--- config.mk ---
export PLATFORM = sky130hd
export DESIGN_NAME = motor_supervisor
export DESIGN_NICKNAME = d
export VERILOG_FILES = /design/src/rtl/motor_sup_pkg.sv /design/src/rtl/motor_supervisor_beam_debounce.sv /design/src/rtl/motor_supervisor.sv
export SDC_FILE = /design/constraint.sdc
export NUM_CORES = 1
export LEC_CHECK = 0
export BUFFER_PORTS_ARGS = -buffer_cell sky130_fd_sc_hd__buf_4
export CORE_MARGIN = 2
export CORE_UTILIZATION = 55
export CTS_BUF_LIST = sky130_fd_sc_hd__clkbuf_8
export DETAILED_ROUTE_END_ITERATION = 6
export PLACE_DENSITY = 0.86
export SLEW_MARGIN = 30
export SYNTH_ARGS = -nofsm -noshare
export SYNTH_HDL_FRONTEND = slang
export SYNTH_SLANG_ARGS = --single-unit
--- constraint.sdc ---
create_clock -name clk -period 6 [get_ports clk]
set_clock_uncertainty 0.05 [all_clocks]
set_input_delay 1.8 -clock clk [delete_from_list [all_inputs] [get_ports clk]]
set_output_delay 1.8 -clock clk [all_outputs]
set_load 0.005 [all_outputs]
--- src/rtl/motor_sup_pkg.sv ---
// Shared encodings, default parameter values and the command saturation helper
// used by the motor supervisor.
package motor_sup_pkg;

  typedef enum logic [2:0] {
    ST_IDLE    = 3'd0,
    ST_RUN     = 3'd1,
    ST_SEEK    = 3'd2,
    ST_BACKOFF = 3'd3,
    ST_FAULT   = 3'd4
  } state_e;

  typedef enum logic [1:0] {
    FC_NONE    = 2'd0,
    FC_WDOG    = 2'd1,
    FC_HOME_TO = 2'd2
  } fault_code_e;

  localparam logic [9:0]  VMAX_DEF       = 10'd400;
  localparam logic [9:0]  HOME_VOLT_DEF  = 10'd150;
  localparam int unsigned WDOG_US_DEF    = 20000;
  localparam int unsigned HOME_TO_US_DEF = 5000000;
  localparam int unsigned DEB_CYC_DEF    = 16;

  // Clamp a signed 10-bit command to +/-vmax; widened by one bit so -512 cannot wrap.
  function automatic logic [9:0] sat_cmd(input logic [9:0] cmd, input logic [9:0] vmax);
    logic signed [10:0] c;
    logic signed [10:0] v;
    logic [10:0]        nv;
    c  = {cmd[9], cmd};
    v  = {1'b0, vmax};
    nv = 11'd0 - {1'b0, vmax};
    if (c > v) begin
      sat_cmd = vmax;
    end else if (c < -v) begin
      sat_cmd = nv[9:0];
    end else begin
      sat_cmd = cmd;
    end
  endfunction

endpackage

--- src/rtl/motor_supervisor_beam_debounce.sv ---
// Beam sensor conditioning: 2-FF synchronizer followed by a DEB_CYC-cycle
// level debouncer with registered rise/fall pulses aligned to beam_db_o.
module beam_debounce
  import motor_sup_pkg::*;
#(
  parameter int unsigned DEB_CYC = DEB_CYC_DEF
) (
  input  logic clk,
  input  logic reset,
  input  logic beam_i,
  output logic beam_db_o,
  output logic rise_o,
  output logic fall_o
);

  localparam int unsigned CW = $clog2(DEB_CYC + 1);

  logic [1:0]    sync_q;
  logic          db_q, db_d;
  logic          rise_q, fall_q;
  logic [CW-1:0] cnt_q, cnt_d;

  always_comb begin
    db_d  = db_q;
    cnt_d = '0;
    if (sync_q[1] != db_q) begin
      if (cnt_q == CW'(DEB_CYC - 1)) begin
        db_d  = sync_q[1];
        cnt_d = '0;
      end else begin
        cnt_d = cnt_q + CW'(1);
      end
    end else begin
      cnt_d = '0;
    end
  end

  always_ff @(posedge clk or posedge reset) begin
    if (reset) begin
      sync_q <= 2'b00;
      db_q   <= 1'b0;
      cnt_q  <= '0;
      rise_q <= 1'b0;
      fall_q <= 1'b0;
    end else begin
      sync_q <= {sync_q[0], beam_i};
      db_q   <= db_d;
      cnt_q  <= cnt_d;
      rise_q <= ~db_q & db_d;
      fall_q <= db_q & ~db_d;
    end
  end

  assign beam_db_o = db_q;
  assign rise_o    = rise_q;
  assign fall_o    = fall_q;

endmodule

--- src/rtl/motor_supervisor.sv ---
// Motor supervisor: RUN passthrough with saturation and command watchdog,
// beam-referenced homing (SEEK/BACKOFF) with timeout, and a latched FAULT state.
module motor_supervisor
  import motor_sup_pkg::*;
#(
  parameter logic [9:0]  VMAX       = VMAX_DEF,
  parameter logic [9:0]  HOME_VOLT  = HOME_VOLT_DEF,
  parameter int unsigned WDOG_US    = WDOG_US_DEF,
  parameter int unsigned HOME_TO_US = HOME_TO_US_DEF,
  parameter int unsigned DEB_CYC    = DEB_CYC_DEF
) (
  input  logic        clk,
  input  logic        reset,
  input  logic        ce_us,
  input  logic [9:0]  sw_cmd,
  input  logic        sw_cmd_wr,
  input  logic        run_en,
  input  logic        home_req,
  input  logic        fault_clr,
  input  logic        beam,
  input  logic [31:0] enc_count,
  output logic [9:0]  volt_out,
  output logic [2:0]  state,
  output logic        homed,
  output logic        fault,
  output logic [31:0] home_pos,
  output logic [1:0]  fault_code
);

  localparam logic [31:0] WDOG_LIM  = WDOG_US;
  localparam logic [31:0] HOME_LIM  = HOME_TO_US;
  localparam logic [9:0]  NEG_HOME  = 10'd0 - HOME_VOLT;

  state_e      state_q, state_d;
  fault_code_e code_q, code_d;
  logic [9:0]  volt_q, volt_d;
  logic        homed_q, homed_d;
  logic        fault_q, fault_d;
  logic [31:0] home_pos_q, home_pos_d;
  logic [31:0] wdog_q, wdog_d;
  logic [31:0] home_t_q, home_t_d;
  logic        beam_db_s, beam_rise_s, beam_fall_s;
  logic        wdog_hit_s, home_hit_s, homing_s;

  beam_debounce #(.DEB_CYC(DEB_CYC)) u_beam_debounce (
    .clk       (clk),
    .reset     (reset),
    .beam_i    (beam),
    .beam_db_o (beam_db_s),
    .rise_o    (beam_rise_s),
    .fall_o    (beam_fall_s)
  );

  always_comb begin
    homing_s   = (state_q == ST_SEEK) || (state_q == ST_BACKOFF);
    wdog_hit_s = (state_q == ST_RUN) && (wdog_q >= WDOG_LIM);
    home_hit_s = homing_s && (home_t_q >= HOME_LIM);

    // Both timers saturate at their limit and are held at zero outside their states.
    wdog_d = '0;
    if ((state_q == ST_RUN) && !sw_cmd_wr) begin
      if (ce_us && (wdog_q < WDOG_LIM)) wdog_d = wdog_q + 32'd1;
      else                              wdog_d = wdog_q;
    end else begin
      wdog_d = '0;
    end
    home_t_d = '0;
    if (homing_s) begin
      if (ce_us && (home_t_q < HOME_LIM)) home_t_d = home_t_q + 32'd1;
      else                                home_t_d = home_t_q;
    end else begin
      home_t_d = '0;
    end

    state_d    = state_q;
    code_d     = code_q;
    homed_d    = homed_q;
    home_pos_d = home_pos_q;
    case (state_q)
      ST_IDLE: begin
        if (home_req)    state_d = ST_SEEK;
        else if (run_en) state_d = ST_RUN;
        else             state_d = ST_IDLE;
      end
      ST_RUN: begin
        if (wdog_hit_s) begin
          state_d = ST_FAULT;
          code_d  = FC_WDOG;
        end else if (home_req) begin
          state_d = ST_SEEK;
        end else if (!run_en) begin
          state_d = ST_IDLE;
        end else begin
          state_d = ST_RUN;
        end
      end
      ST_SEEK: begin
        if (home_hit_s) begin
          state_d = ST_FAULT;
          code_d  = FC_HOME_TO;
          homed_d = 1'b0;
        end else if (beam_rise_s) begin
          state_d    = ST_BACKOFF;
          home_pos_d = enc_count;
        end else begin
          state_d = ST_SEEK;
        end
      end
      ST_BACKOFF: begin
        if (home_hit_s) begin
          state_d = ST_FAULT;
          code_d  = FC_HOME_TO;
          homed_d = 1'b0;
        end else if (beam_fall_s && !beam_db_s) begin
          state_d = ST_IDLE;
          homed_d = 1'b1;
        end else begin
          state_d = ST_BACKOFF;
        end
      end
      ST_FAULT: begin
        if (fault_clr) begin
          state_d = ST_IDLE;
          code_d  = FC_NONE;
        end else begin
          state_d = ST_FAULT;
        end
      end
      default: begin
        state_d = ST_IDLE;
        code_d  = FC_NONE;
      end
    endcase

    if ((state_d == ST_SEEK) && (state_q != ST_SEEK)) homed_d = 1'b0;

    // Drive level is chosen from the state being entered so it tracks transitions with no lag.
    case (state_d)
      ST_RUN: begin
        if (sw_cmd_wr)              volt_d = sat_cmd(sw_cmd, VMAX);
        else if (state_q == ST_RUN) volt_d = volt_q;
        else                        volt_d = 10'd0;
      end
      ST_SEEK:    volt_d = NEG_HOME;
      ST_BACKOFF: volt_d = HOME_VOLT;
      default:    volt_d = 10'd0;
    endcase
    fault_d = (state_d == ST_FAULT);
  end

  always_ff @(posedge clk or posedge reset) begin
    if (reset) begin
      state_q    <= ST_IDLE;
      code_q     <= FC_NONE;
      volt_q     <= 10'd0;
      homed_q    <= 1'b0;
      fault_q    <= 1'b0;
      home_pos_q <= 32'd0;
      wdog_q     <= 32'd0;
      home_t_q   <= 32'd0;
    end else begin
      state_q    <= state_d;
      code_q     <= code_d;
      volt_q     <= volt_d;
      homed_q    <= homed_d;
      fault_q    <= fault_d;
      home_pos_q <= home_pos_d;
      wdog_q     <= wdog_d;
      home_t_q   <= home_t_d;
    end
  end

  assign volt_out   = volt_q;
  assign state      = state_q;
  assign homed      = homed_q;
  assign fault      = fault_q;
  assign home_pos   = home_pos_q;
  assign fault_code = code_q;

endmodule

After elaboration in Yosys (flattened, before gate mapping)
Index checks and enable logic that the tools add are counted.
W data, S select, Z words.

cells by class
  equality and inequality tests = 19
  mux-type cells = 31
  divide/modulo/power cells = 0
  multiply operators = 0
  add/sub/neg operators = 3
  magnitude comparators = 6
  bitwise logic cells = 6
  shift operators = 0
  reduce and logical (&&, ||, !) cells = 16

operator list
  operator                 count
  $mux W32                 4
  $add A32 B1 Y32 const B  2
  $mux W10                 4
  $ge A32 B15 Y1 const B   1
  $ge A32 B23 Y1 const B   1
  $lt A32 B15 Y1 const B   1
  $lt A32 B23 Y1 const B   1
  $pmux W10 S3             1
  $mux W3                  5
  $pmux W3 S5              1
  $eq A3 B2 Y1 const B     4
  $gt A10 B10 Y1 const B   1
  $lt A10 B10 Y1 const B   1
  $mux W5                  2
  $mux W1                  8
  $mux W2                  4
  $pmux W2 S4              1
  $logic_and A1 B1 Y1      7
  $eq A3 B1 Y1 const B     2
  $eq A3 B3 Y1 const B     2
  $ne A2 B1 Y1 const B     3
  $ne A3 B2 Y1 const B     2
  $reduce_and A3 Y1        2
  $add A5 B1 Y5 const B    1
  other kinds (14)         20

word-level totals
  logic and storage cells = 94
  RAM bits = 0
  latch bits = 0
  memories kept = 0
  memory bits (read-only) = 0
  bits in registers = 123

Longest topological paths before layout
  depth after elaboration = 9
  gate-level depth with buffers = 7
  mapped depth without buffers = 7

Modules after synthesis
Synthesis repeated with hierarchy kept, for this count alone.

second synthesis, totals
  cells, all modules = 472
  area, all modules = 5,351.4 um^2

modules (own cells, without submodules)
  module            cells each  times used  area an instance (um^2)  sequential area each (um^2)
  motor_supervisor  445         1           4,964.8                  2,827.7
  beam_debounce     27          1           386.6                    250.2

Worst setup path before layout
OpenSTA, ideal clock, no wires.

  path type = input -> register
  start = in sw_cmd[5]
  end = reg volt_q[2], in the netlist volt_out[2]
  arrival = 3.166 ns
  path buffers = 0
  library setup time = 0.065 ns
  stages = 7
  path slack = 2.719 ns
  cells stage by stage = a311o_1 -> nand2_1 -> ha_1 -> nor3b_1 -> a21oi_1 -> o21ai_0 -> o21a_1

between the ends
  longest elaborated chain between the ends = 5

ends and longest elaborated chain
  what                  line                     text
  from (decl)           motor_supervisor.sv:15   input logic [9:0] sw_cmd,
  $lt A10 B10 Y1        motor_sup_pkg.sv:35      end else if (c < -v) begin
  $mux W10              motor_sup_pkg.sv:35
  $mux W10 *            motor_sup_pkg.sv:33      if (c > v) begin
  $mux W10 *            motor_supervisor.sv:140  if (sw_cmd_wr) volt_d = sat_cmd(sw_cmd, VMAX);
  $pmux W10 S3 *        motor_supervisor.sv:138  case (state_d)
  to (signal assigned)  motor_supervisor.sv:164  volt_q <= volt_d;
  to (decl)             motor_supervisor.sv:36   logic [9:0] volt_q, volt_d;

Every way passes the cells marked *; elsewhere a longest branch is shown, timed or not.
A chain may end at the register's enable or synchronous reset.

Worst setup path after layout
Ends and elaborated chain as after synthesis.

==> impl_metrics.py <==
metrics = {
    "clock_network": {
        "cts_buffers": 17,
        "postCtsSetupRepairBufs": 0,
        "clk_pin_slew_ns": 0.07,
        "cts_max_path_buffers": 2,
        "cts-resized-gates": 0,
        "root_buffer": "clkbuf_8",
        "numClockSinks": 123,
        "ctsHoldBuffers": 0,
        "clk_latency_ns": 0.43,
        "htree_levels": 4,
        "cts_tree": "done",
    },
    "timing": {
        "fin_ws_ns": 2.822,
        "max_freq_mhz": 314.6,
        "drv_slew": 0,
        "finalSetupTns_ns": 0,
        "period_minus_slack_ns": 3.178,
        "slew_headroom_pct": 46.52,
        "rsz0062_at_grt": "false",
        "finalSetupViolations": 0,
        "finalCritPeriodShare_pct": 52.97,
        "worstMarginPinSlew_ns": 0.8013,
        "final_hold_viol_count": 0,
    },
    "routing": {
        "post-route-drc-count": 0,
        "maxUsedRoutingLayer": "met4",
        "wl_um": 12360,
        "post_drt_via_cell_ratio": 5.682,
        "wl_met3_um": 662,
        "wire_per_inst_um": 17.18,
        "wl_met2_um": 6237,
        "wl_met1_um": 5131,
        "drtAntennaViolNets": 0,
        "initialDrtViolationCount": 280,
        "vias": 4085,
        "drt_pass1_iterations": 5,
    },
    "worst_setup_path": {
        "r2r_start": "state[2]$_DFF_PP0_",
        "arrival_ns": 3.51,
        "r2r_slack_ns": 2.94,
        "crit_end": "volt_out[2]$_DFFE_PP0P_",
        "worstSetupEndpointType": "flop",
        "cp_max_fo": 6,
        "critPathRequiredTime_ns": 6.33,
        "startpoint_type": "primary input",
        "rr_worst_depth": 5,
        "crit_start": "sw_cmd[5]",
        "r2r-end": "home_pos[0]$_DFFE_PP0P_",
        "path_class": "in -> reg",
    },
    "power": {
        "vdd_ir_drop_max_mv": 0.2561,
        "p_per_area_mw_per_mm2": 285.5,
        "p_leak_nw": 3.184,
    },
    "placed_design": {
        "post-place-ws_ns": 2.416,
        "dp_hpwl_um": 7946,
        "place.port_buffers": 98,
        "gp_congestion": 0.7986,
    },
    "floorplanning": {
        "die_h_um": 103.7,
        "die_area_mm2": 0.01076,
        "num_rows": 36,
        "pin_count": 99,
        "die_x_um": 103.7,
        "start_util_pct": 56.24,
        "core_area_mm2": 0.009729,
    },
    "synth": {
        "synth.distinct_cells": 58,
        "syn_nets": 523,
        "seq_area_frac_synth_pct": 56.25,
        "syn_inst": 467,
        "avgSynthCellArea_um2": 11.72,
        "synthArstFlopShare_pct": 100.0,
        "syn_area_mm2": 0.005471,
        "yosys_warnings": 0,
        "ys_seq_elements": 123,
        "ys.flop_type": "dfrtp_1",
        "synth_edf_count": 0,
    },
    "global_route": {
        "grt_util_all_layers_pct": 24.25,
        "grt-ovfl-total": 0,
        "grt_pass1_vias": 4221,
        "antenna_found_initial": 0,
        "grt_pass1_wl_um": 20780,
        "grt_start_max_net_pins": 93,
    },
    "status": {
        "outcome": "complete, no violations",
    },
    "finish": {
        "area_growth_pct": 24.10,
        "fin_nets": 629,
        "drive_gt1_share_pct": 31.57,
        "antenna_cells": 0,
    },
    "hold_path": {
        "worst_hold_path_type": "reg -> reg",
    },
    "flow_run": {
        "drv_cap": 0,
    },
}
-- worst max-delay path, cell delays in order --
cell,delay [ns]
buf_4,0.12
a311o_1,0.33
nand2_1,0.08
ha_1,0.28
nor3b_1,0.45
a21oi_1,0.14
o21ai_0,0.17
o21a_1,0.14
-- worst min-delay path by stage --
stage / start / endpoint / slack, ns / cells after the start
3_5_place_dp: u_beam_debounce.sync_q[0]$_DFF_PP0_ / u_beam_debounce.sync_q[1]$_DFF_PP0_ / 0.29 / 0
5_1_grt: u_beam_debounce.sync_q[0]$_DFF_PP0_ / u_beam_debounce.sync_q[1]$_DFF_PP0_ / 0.32 / 0
4_1_cts: u_beam_debounce.sync_q[0]$_DFF_PP0_ / u_beam_debounce.sync_q[1]$_DFF_PP0_ / 0.32 / 0
2_1_floorplan: u_beam_debounce.sync_q[0]$_DFF_PP0_ / u_beam_debounce.sync_q[1]$_DFF_PP0_ / 0.28 / 0
3_3_place_gp: u_beam_debounce.sync_q[0]$_DFF_PP0_ / u_beam_debounce.sync_q[1]$_DFF_PP0_ / 0.29 / 0
6_report: u_beam_debounce.sync_q[0]$_DFF_PP0_ / u_beam_debounce.sync_q[1]$_DFF_PP0_ / 0.32 / 0
-- flip-flops by register name (all words and copies together), names as in the netlist --
signal and cells:
home_pos 32, home_t_q 32, wdog_q 32, volt_out 10, u_beam_debounce.cnt_q 5, state 3
fault_code 2, u_beam_debounce.sync_q 2, fault 1, homed 1, u_beam_debounce.beam_db_o 1, u_beam_debounce.fall_o 1
u_beam_debounce.rise_o 1
-- layout by cell type, fill, tap and decap left out, drive strengths merged, types with 3 or more instances in the layout --
| master | instances |
|---|---|
| and4 | 4 |
| nor2 | 54 |
| nand3 | 23 |
| a211oi | 4 |
| or2 | 5 |
| o21ai | 10 |
| clkinvlp | 3 |
| inv | 14 |
| ha | 6 |
| xor2 | 33 |
| a22oi | 3 |
| nor4 | 6 |
| nor2b | 5 |
| o211ai | 3 |
| o2111ai | 3 |
| nor3b | 4 |
| and3 | 8 |
| nand2 | 18 |
| a21oi | 8 |
| bufinv | 4 |
| xnor2 | 4 |
| o21a | 4 |
| mux2 | 33 |
| buf | 101 |
| and2 | 32 |
| a2111oi | 4 |
| nand4 | 13 |
| clkbuf | 21 |
| a221o | 3 |
| nor3 | 6 |
| dfrtp | 123 |
-- report_power, final --
group | leakage (nW) | switching (mW) | internal [mW]
clock network | 0.226 | 0.334 | 0.496
logic | 1.36 | 0.111 | 0.0964
registers | 1.60 | 0.0329 | 0.869
total | 3.18 | 0.477 | 1.46
-- layer usage --
metal / global-route usage, % / vias up
met5: 0 / -
met4: 10.33 / 0
met3: 6.419 / 28
met2: 40.21 / 135
met1: 30.23 / 2067
li1: - / 1855
-- Yosys cell counts (all sizes together) (2+ instances only) --
master / number / area share (%)
a221o: 3 / 0.55
a2bb2oi: 2 / 0.32
mux2: 33 / 6.8
o2111ai: 3 / 0.59
o22a: 2 / 0.32
nand4: 13 / 1.5
o21ai: 10 / 0.98
nor2: 54 / 3.7
inv: 12 / 0.82
and3: 8 / 0.91
o211ai: 3 / 0.41
a2111oi: 4 / 1.8
and2: 32 / 3.7
o211a: 2 / 0.37
nor3: 6 / 0.64
a22oi: 3 / 0.41
xor2: 33 / 5.3
o21a: 4 / 0.55
a21oi: 8 / 0.73
a21boi: 2 / 0.34
ha: 6 / 1.4
buf: 5 / 0.80
and4: 4 / 0.64
nor4: 6 / 0.69
nand3: 23 / 2.3
dfrtp: 123 / 56
nor3b: 4 / 0.55
xnor2: 4 / 0.64
nor2b: 5 / 0.57
nor4b: 2 / 0.43
a211oi: 4 / 0.87
nand2: 18 / 1.2
clkbuf: 9 / 0.62
or2: 5 / 0.57
-- metrics by stage --
stage	util [%]	total power [mW]	hold slack, ns	area, um^2	cells
floorplan	-	1.016	0.2812	5472	467
global placement	64.96	1.107	0.2896	6320	686
detailed placement	65.10	1.119	0.2871	6334	687
CTS	69.77	1.945	0.3210	6788	719
global route	69.79	2.012	0.3204	6790	719
finish	69.79	1.938	0.3152	6790	719
-- cell families (layout without fill, tap and decap cells) --
logic type	Yosys count	after routing	synth area share [%]
AOI/OAI and AO/OA	58	58	9.490
xor gates and xnor gates	37	37	5.923
adders and majority gates	6	6	1.372
buffers and inverters	26	145	2.241
DFF	123	123	56.25
muxes	34	34	6.975
and+or+nand+nor	183	183	17.75
-- layout make-up --
cell class                      count  area [um^2]
Clock buffer                       21        289.0
Clock inverter                     11        165.2
Fill cell                         679         2939
Inverter                           12        50.05
Multi-Input combinational cell    318         2280
Sequential cell                   123         3078
Tap cell                          133        166.4
Timing Repair Buffer              101        762.0
Note: power is estimated with default switching activity, not from simulation.
